File: src/rtl/arc_if_pkg.sv
// Shared types and default constants for the instruction-fetch stage.
package arc_if_pkg;

  typedef enum logic [2:0] {
    FS_BOOT  = 3'd0,
    FS_REQ   = 3'd1,
    FS_WAIT  = 3'd2,
    FS_HOLD  = 3'd3,
    FS_FAULT = 3'd4
  } fetch_state_e;

  localparam logic [31:0] RESET_PC_DEF  = 32'hBFC0_0000;
  localparam logic [31:0] EXC_VEC_DEF   = 32'h8000_0180;
  localparam logic [31:0] NOP_INSTR_DEF = 32'h0000_0000;

  typedef struct packed {
    logic        valid;
    logic [31:0] instr;
    logic [31:0] pcadd4;
  } if_id_t;

  function automatic logic is_misaligned(input logic [31:0] addr);
    return addr[1:0] != 2'b00;
  endfunction

endpackage

File: src/rtl/if_id_skid.sv
// Single-entry skid buffer holding a fetched word while the decode stage is stalled.
module if_id_skid (
  input  logic        clk,
  input  logic        rst,
  input  logic        load,
  input  logic        rel,
  input  logic        clear,
  input  logic [31:0] d_instr,
  input  logic [31:0] d_pcadd4,
  output logic        valid,
  output logic [31:0] q_instr,
  output logic [31:0] q_pcadd4
);

  logic        vld_p0;
  logic [31:0] instr_p0;
  logic [31:0] pcadd4_p0;

  // occupancy flag: clear beats load beats release
  always_ff @(posedge clk) begin
    if (rst)        vld_p0 <= 1'b0;
    else if (clear) vld_p0 <= 1'b0;
    else if (load)  vld_p0 <= 1'b1;
    else if (rel)   vld_p0 <= 1'b0;
  end

  // payload captured on load only
  always_ff @(posedge clk) begin
    if (load) begin
      instr_p0  <= d_instr;
      pcadd4_p0 <= d_pcadd4;
    end
  end

  assign valid    = vld_p0;
  assign q_instr  = instr_p0;
  assign q_pcadd4 = pcadd4_p0;

endmodule

File: src/rtl/if_fetch_ctrl.sv
// Fetch-stage controller: PC ownership, next-PC select, imem handshake, IF/ID register.
module if_fetch_ctrl
  import arc_if_pkg::*;
#(
  parameter logic [31:0] RESET_PC  = RESET_PC_DEF,
  parameter logic [31:0] EXC_VEC   = EXC_VEC_DEF,
  parameter logic [31:0] NOP_INSTR = NOP_INSTR_DEF
) (
  input  logic        i_clk,
  input  logic        i_rst,
  input  logic [31:0] i_addr_pcadd4,
  output logic [31:0] o_addr_pc,
  input  logic        i_stall,
  input  logic        i_flush,
  input  logic        i_exc,
  input  logic        i_branch_taken,
  input  logic [31:0] i_addr_branch,
  input  logic        i_jump,
  input  logic [31:0] i_addr_jump,
  output logic        o_imem_req,
  input  logic        i_imem_gnt,
  input  logic        i_imem_rvalid,
  input  logic [31:0] i_imem_rdata,
  output logic        o_id_valid,
  output logic [31:0] o_id_instr,
  output logic [31:0] o_id_pcadd4,
  output logic        o_addr_misalign
);

  fetch_state_e state_p0, state_d;
  logic [31:0]  pc_p0, pc_d;
  logic         kill_p0, kill_d;
  logic         req_p0;
  logic         misalign_p0;
  if_id_t       id_p1;

  logic         redir_act;
  logic [31:0]  redir_tgt;
  logic         outstanding;
  logic         rsp_live;
  logic         skid_load;
  logic         skid_rel;
  logic         id_load_wait;
  logic         skid_vld;
  logic [31:0]  skid_instr;
  logic [31:0]  skid_pcadd4;

  assign redir_act = (state_p0 != FS_BOOT) && (i_exc || i_branch_taken || i_jump);
  assign redir_tgt = i_exc ? EXC_VEC : (i_branch_taken ? i_addr_branch : i_addr_jump);

  // a response is still owed after this edge: fresh grant, or an unanswered one in flight
  assign outstanding = (state_p0 == FS_REQ && i_imem_gnt) ||
                       (((state_p0 == FS_WAIT) || kill_p0) && !i_imem_rvalid);

  assign rsp_live     = (state_p0 == FS_WAIT) && i_imem_rvalid && !kill_p0;
  assign id_load_wait = rsp_live && !i_stall && !redir_act;
  assign skid_load    = rsp_live &&  i_stall && !redir_act;
  assign skid_rel     = (state_p0 == FS_HOLD) && !i_stall && !redir_act;

  if_id_skid u_skid (
    .clk      (i_clk),
    .rst      (i_rst),
    .load     (skid_load),
    .rel      (skid_rel),
    .clear    (redir_act),
    .d_instr  (i_imem_rdata),
    .d_pcadd4 (i_addr_pcadd4),
    .valid    (skid_vld),
    .q_instr  (skid_instr),
    .q_pcadd4 (skid_pcadd4)
  );

  // next-state, next-PC and kill selection; redirect overrides stall and normal sequencing
  always_comb begin
    state_d = state_p0;
    pc_d    = pc_p0;
    kill_d  = kill_p0;
    if (kill_p0 && i_imem_rvalid) kill_d = 1'b0;
    if (redir_act) begin
      pc_d   = redir_tgt;
      kill_d = outstanding;
      if (is_misaligned(redir_tgt)) state_d = FS_FAULT;
      else if (outstanding)         state_d = FS_WAIT;
      else                          state_d = FS_REQ;
    end else begin
      case (state_p0)
        FS_BOOT: state_d = FS_REQ;
        FS_REQ:  if (i_imem_gnt) state_d = FS_WAIT;
        FS_WAIT: begin
          if (i_imem_rvalid) begin
            if (kill_p0) begin
              state_d = FS_REQ;
            end else if (!i_stall) begin
              pc_d    = i_addr_pcadd4;
              state_d = FS_REQ;
            end else begin
              state_d = FS_HOLD;
            end
          end
        end
        FS_HOLD: begin
          if (!i_stall && skid_vld) begin
            pc_d    = skid_pcadd4;
            state_d = FS_REQ;
          end
        end
        FS_FAULT: state_d = FS_FAULT;
        default:  state_d = FS_BOOT;
      endcase
    end
  end

  // fetch control state with registered req/misalign derived from the next state
  always_ff @(posedge i_clk) begin
    if (i_rst) begin
      state_p0    <= FS_BOOT;
      pc_p0       <= RESET_PC;
      kill_p0     <= 1'b0;
      req_p0      <= 1'b0;
      misalign_p0 <= 1'b0;
    end else begin
      state_p0    <= state_d;
      pc_p0       <= pc_d;
      kill_p0     <= kill_d;
      req_p0      <= (state_d == FS_REQ);
      misalign_p0 <= (state_d == FS_FAULT);
    end
  end

  // IF/ID register: flush beats stall beats update; empty cycles drop valid
  always_ff @(posedge i_clk) begin
    if (i_rst) begin
      id_p1 <= '{valid: 1'b0, instr: NOP_INSTR, pcadd4: 32'h0};
    end else if (i_flush) begin
      id_p1.valid <= 1'b0;
      id_p1.instr <= NOP_INSTR;
    end else if (i_stall) begin
      id_p1 <= id_p1;
    end else if (id_load_wait) begin
      id_p1 <= '{valid: 1'b1, instr: i_imem_rdata, pcadd4: i_addr_pcadd4};
    end else if (skid_rel && skid_vld) begin
      id_p1 <= '{valid: 1'b1, instr: skid_instr, pcadd4: skid_pcadd4};
    end else begin
      id_p1.valid <= 1'b0;
    end
  end

  assign o_addr_pc       = pc_p0;
  assign o_imem_req      = req_p0;
  assign o_addr_misalign = misalign_p0;
  assign o_id_valid      = id_p1.valid;
  assign o_id_instr      = id_p1.instr;
  assign o_id_pcadd4     = id_p1.pcadd4;

endmodule
File: config.mk
export PLATFORM = sky130hd
export DESIGN_NAME = if_fetch_ctrl
export DESIGN_NICKNAME = d
export VERILOG_FILES = /design/src/rtl/arc_if_pkg.sv /design/src/rtl/if_id_skid.sv /design/src/rtl/if_fetch_ctrl.sv
export SDC_FILE = /design/constraint.sdc
export NUM_CORES = 1
export LEC_CHECK = 0
export ABC_AREA = 1
export ABC_CLOCK_PERIOD_IN_PS = 12400
export CAP_MARGIN = 20
export CORE_MARGIN = 2
export CORE_UTILIZATION = 52
export CTS_CLUSTER_SIZE = 24
export DETAILED_ROUTE_END_ITERATION = 6
export PLACE_DENSITY = 0.88
export SLEW_MARGIN = 20
export SYNTH_ARGS = -nofsm -noshare
export SYNTH_HDL_FRONTEND = slang
export SYNTH_SLANG_ARGS = --single-unit
export TNS_END_PERCENT = 30
File: constraint.sdc
create_clock -name i_clk -period 12.4 [get_ports i_clk]
set_input_delay 3.72 -clock i_clk [delete_from_list [all_inputs] [get_ports i_clk]]
set_output_delay 3.72 -clock i_clk [all_outputs]
set_load 0.01 [all_outputs]
==> impl_metrics.env <==
export IMPL_drt_iter0_markers=677
export IMPL_r2r_end="o_id_instr[19]"
export IMPL_ff2ff_path_depth=10
export IMPL_numCtsBuffers=17
export IMPL_cp_max_fo=57
export IMPL_critPathLaunchType="input pin"
export IMPL_fmax_mhz=131
export IMPL_grt_max_degree=65
export IMPL_finalSetupTns_ns=0
export IMPL_vias=7638
export IMPL_finalCritPeriodShare_pct=61.8
export IMPL_hold_class="reg -> reg"
export IMPL_yosys_warnings=0
export IMPL_worst_ep_required_time_ns=12.73
export IMPL_ir_worst_vdd_v=0.000103
export IMPL_final_layout_size_suffix_gt1_share_pct=4.22
export IMPL_crit_arrival_ns=7.98
export IMPL_syn_inst=1072
export IMPL_clk_pin_slew_ns=0.07
export IMPL_relSlewSlack_pct=39.9
export IMPL_syn_area_um2=8030
export IMPL_worst_slew_pin_slew_ns=0.900
export IMPL_post_cts_buffers=0
export IMPL_worstSkewPairLatency_ns=0.44
export IMPL_die_area_um2=16400
export IMPL_critical_path_class="in -> reg"
export IMPL_finalHoldViolCount=0
export IMPL_r2r_setup_slack_ns=8.73
export IMPL_vias_per_cell=5.21
export IMPL_syn_nets=1209
export IMPL_synth_area_per_cell_um2=7.49
export IMPL_clock_skew_ns=0.00783
export IMPL_hpwl_mm=14.7
export IMPL_power_density_nw_per_um2=155
export IMPL_syn_to_final_growth_pct=35.4
export IMPL_ant_nets=0
export IMPL_finalCriticalPeriod_ns=7.66
export IMPL_startpoint="i_branch_taken"
export IMPL_cts_tree="done"
export IMPL_crit_reg2reg_launch="state_p0[2]"
export IMPL_maxCapViolations=0
export IMPL_finalWirelength_mm=22.4
export IMPL_die_h_um=128
export IMPL_outcome="finished clean"
export IMPL_p_total_w=0.00168
export IMPL_port_buffers=235
export IMPL_n_antenna_cell=0
export IMPL_crit_path_top_delay_cell="nor2_4"
export IMPL_drc_errors=0
export IMPL_globalplace_congestion=0.883
export IMPL_grt_pass1_vias=7051
export IMPL_fin_nets=1403
export IMPL_start_util_pct=53.0
export IMPL_holdCritStartpoint="o_addr_pc[22]"
export IMPL_endpoint="o_id_instr[19]"
export IMPL_synth_ff_latch_count=168
export IMPL_rsz0062_at_grt="no"
export IMPL_ys_seq_area_share_pct=49.9
export IMPL_grt_pass1_wl_mm=35.1
export IMPL_final_util_pct=71.7
export IMPL_crit_top_cell="nand2_2"
export IMPL_h_tree_depth=4
export IMPL_ios=236
export IMPL_cts_sinks=168
export IMPL_grt_total_usage_pct=27.3
export IMPL_postCtsHoldBufs=0
export IMPL_antenna_found_initial=0
export IMPL_cts_root_buf="clkbuf_16"
export IMPL_cts_max_path_buffers=2
export IMPL_wl_per_cell_um=15.3
export IMPL_slowest_delay_ns=0.67
export IMPL_coreArea_um2=15100
export IMPL_floorplan_rows=45
export IMPL_critPathCaptureType="flop"
export IMPL_finalSetupViolCount=0
export IMPL_grt_overflow=0
export IMPL_synth_distinct_cells=30
export IMPL_dr_pass1_iters=5
export IMPL_die_x_um=128
export IMPL_cts_resized=0
export IMPL_p_leak_nw=4.62
export IMPL_crit_chain="clkdlybuf4s50_1 > buf_4 > inv_2 > nand2_2 > nand2_2 > nand2_2 > nor2_4 > buf_4 > inv_2 > o21ai_0 > and2_1 > nor2_1"
export IMPL_slew_viol_final=0
-- layout make-up --
type,instances,area (um^2)
Fill cell,1158,4280
Multi-Input combinational cell,738,3300
Sequential cell,168,4000
Clock inverter,15,138
Tap cell,188,235
Timing Repair Buffer,239,2380
Clock buffer,17,425
Inverter,102,383
-- critical path, delay by kind of cell --
family                 cells  cell delay, ns
and+or+nand+nor            6            1.92
AOI/OAI and AO/OA          1            0.19
buffers and inverters      5            2.10
-- layer usage --
layer	routed length (um)	up-vias	share of wire, %	global-route usage, %
li1	-	3791	-	-
met1	9110	3484	41	33.4
met2	10800	300	48	45.6
met3	1660	63	7.4	5.88
met4	801	0	3.6	14.0
met5	0	-	0	0
-- Yosys cell counts --
master / count / area, um^2
buf_6: 11 / 124
nand2_4: 1 / 11.3
a21oi_1: 2 / 10.0
buf_1: 3 / 11.3
nand2_1: 270 / 1010
dfxtp_1: 104 / 2080
nand4_2: 1 / 12.5
and2_1: 31 / 194
a211oi_1: 4 / 30.0
buf_4: 5 / 37.5
nor2_2: 1 / 6.26
nand3_1: 51 / 255
nor3_1: 1 / 5.00
o21bai_1: 20 / 150
clkbuf_1: 26 / 97.6
o21ai_2: 1 / 8.76
nand2_2: 3 / 18.8
o31ai_1: 8 / 60.1
nor2_4: 2 / 22.5
o211ai_1: 9 / 67.6
buf_2: 18 / 90.1
a31oi_1: 1 / 6.26
and2_0: 1 / 6.26
nor2_1: 210 / 788
inv_1: 98 / 368
clkbuf_2: 1 / 5.00
inv_2: 4 / 15.0
nand4_1: 1 / 6.26
edfxtp_1: 64 / 1920
o21ai_0: 120 / 601
-- how the worst min path moves through the flow --
| stage | slack, ns | depth (start not counted) | endpoint |
|---|---|---|---|
| global placement | 0.45 | 2 | o_addr_pc[22] |
| global route | 0.50 | 2 | o_addr_pc[31] |
| floorplan | 0.47 | 2 | kill_p0 |
| finish | 0.48 | 2 | o_addr_pc[22] |
| detailed placement | 0.46 | 2 | o_addr_pc[23] |
| CTS | 0.48 | 2 | o_addr_pc[22] |
-- cell usage in the layout (no fill, tap or decap), types with 2 or more instances in the layout --
master,instances
clkinvlp_4,4
buf_4,4
clkinv_4,3
nor2_1,208
nand2_1,268
edfxtp_1,64
nand3_1,51
nor2_4,4
and2_1,31
inv_8,3
o31ai_1,8
a211oi_1,4
inv_1,98
inv_2,4
dfxtp_1,104
a21oi_1,2
clkdlybuf4s50_1,234
o21ai_0,120
o211ai_1,9
o21bai_1,20
clkbuf_16,17
inv_6,3
nand2_2,5
-- cell families (layout without fill, tap and decap cells) --
logic type             after synthesis  after routing  synth area share, %
AO/OA/AOI/OAI                      165            165                 11.6
buffers and inverters              166            373                 9.32
flip-flops                         168            168                 49.9
AND/OR/NAND/NOR                    573            573                 29.2
-- state kept, by name, indices dropped and copies added (netlist names) --
| register | flops |
|---|---|
| o_id_pcadd4 | 32 |
| o_id_instr | 32 |
| state_p0 | 3 |
| kill_p0 | 1 |
| u_skid.valid | 1 |
| o_imem_req | 1 |
| u_skid.q_instr | 32 |
| u_skid.q_pcadd4 | 32 |
| o_addr_misalign | 1 |
| o_addr_pc | 32 |
| o_id_valid | 1 |
-- per-stage QoR --
step / worst slack (ns) / hold slack [ns] / instance area, um^2 / std cells
final: 4.74 / 0.477 / 10900 / 1467
after floorplan: 4.74 / 0.474 / 8030 / 1072
after global routing: 4.38 / 0.504 / 10900 / 1467
after global placement: 4.48 / 0.453 / 10300 / 1435
after detailed placement: 4.35 / 0.464 / 10300 / 1435
after CTS: 4.81 / 0.483 / 10900 / 1467
-- where the power goes --
group	total [W]	leakage, nW	switching [W]	internal, W
Sequential	0.000656	1.42	0.0000298	0.000626
Clock	0.000506	0.265	0.000242	0.000264
Combinational	0.000518	2.93	0.000310	0.000209
Note: power is estimated with default switching activity, not from simulation.
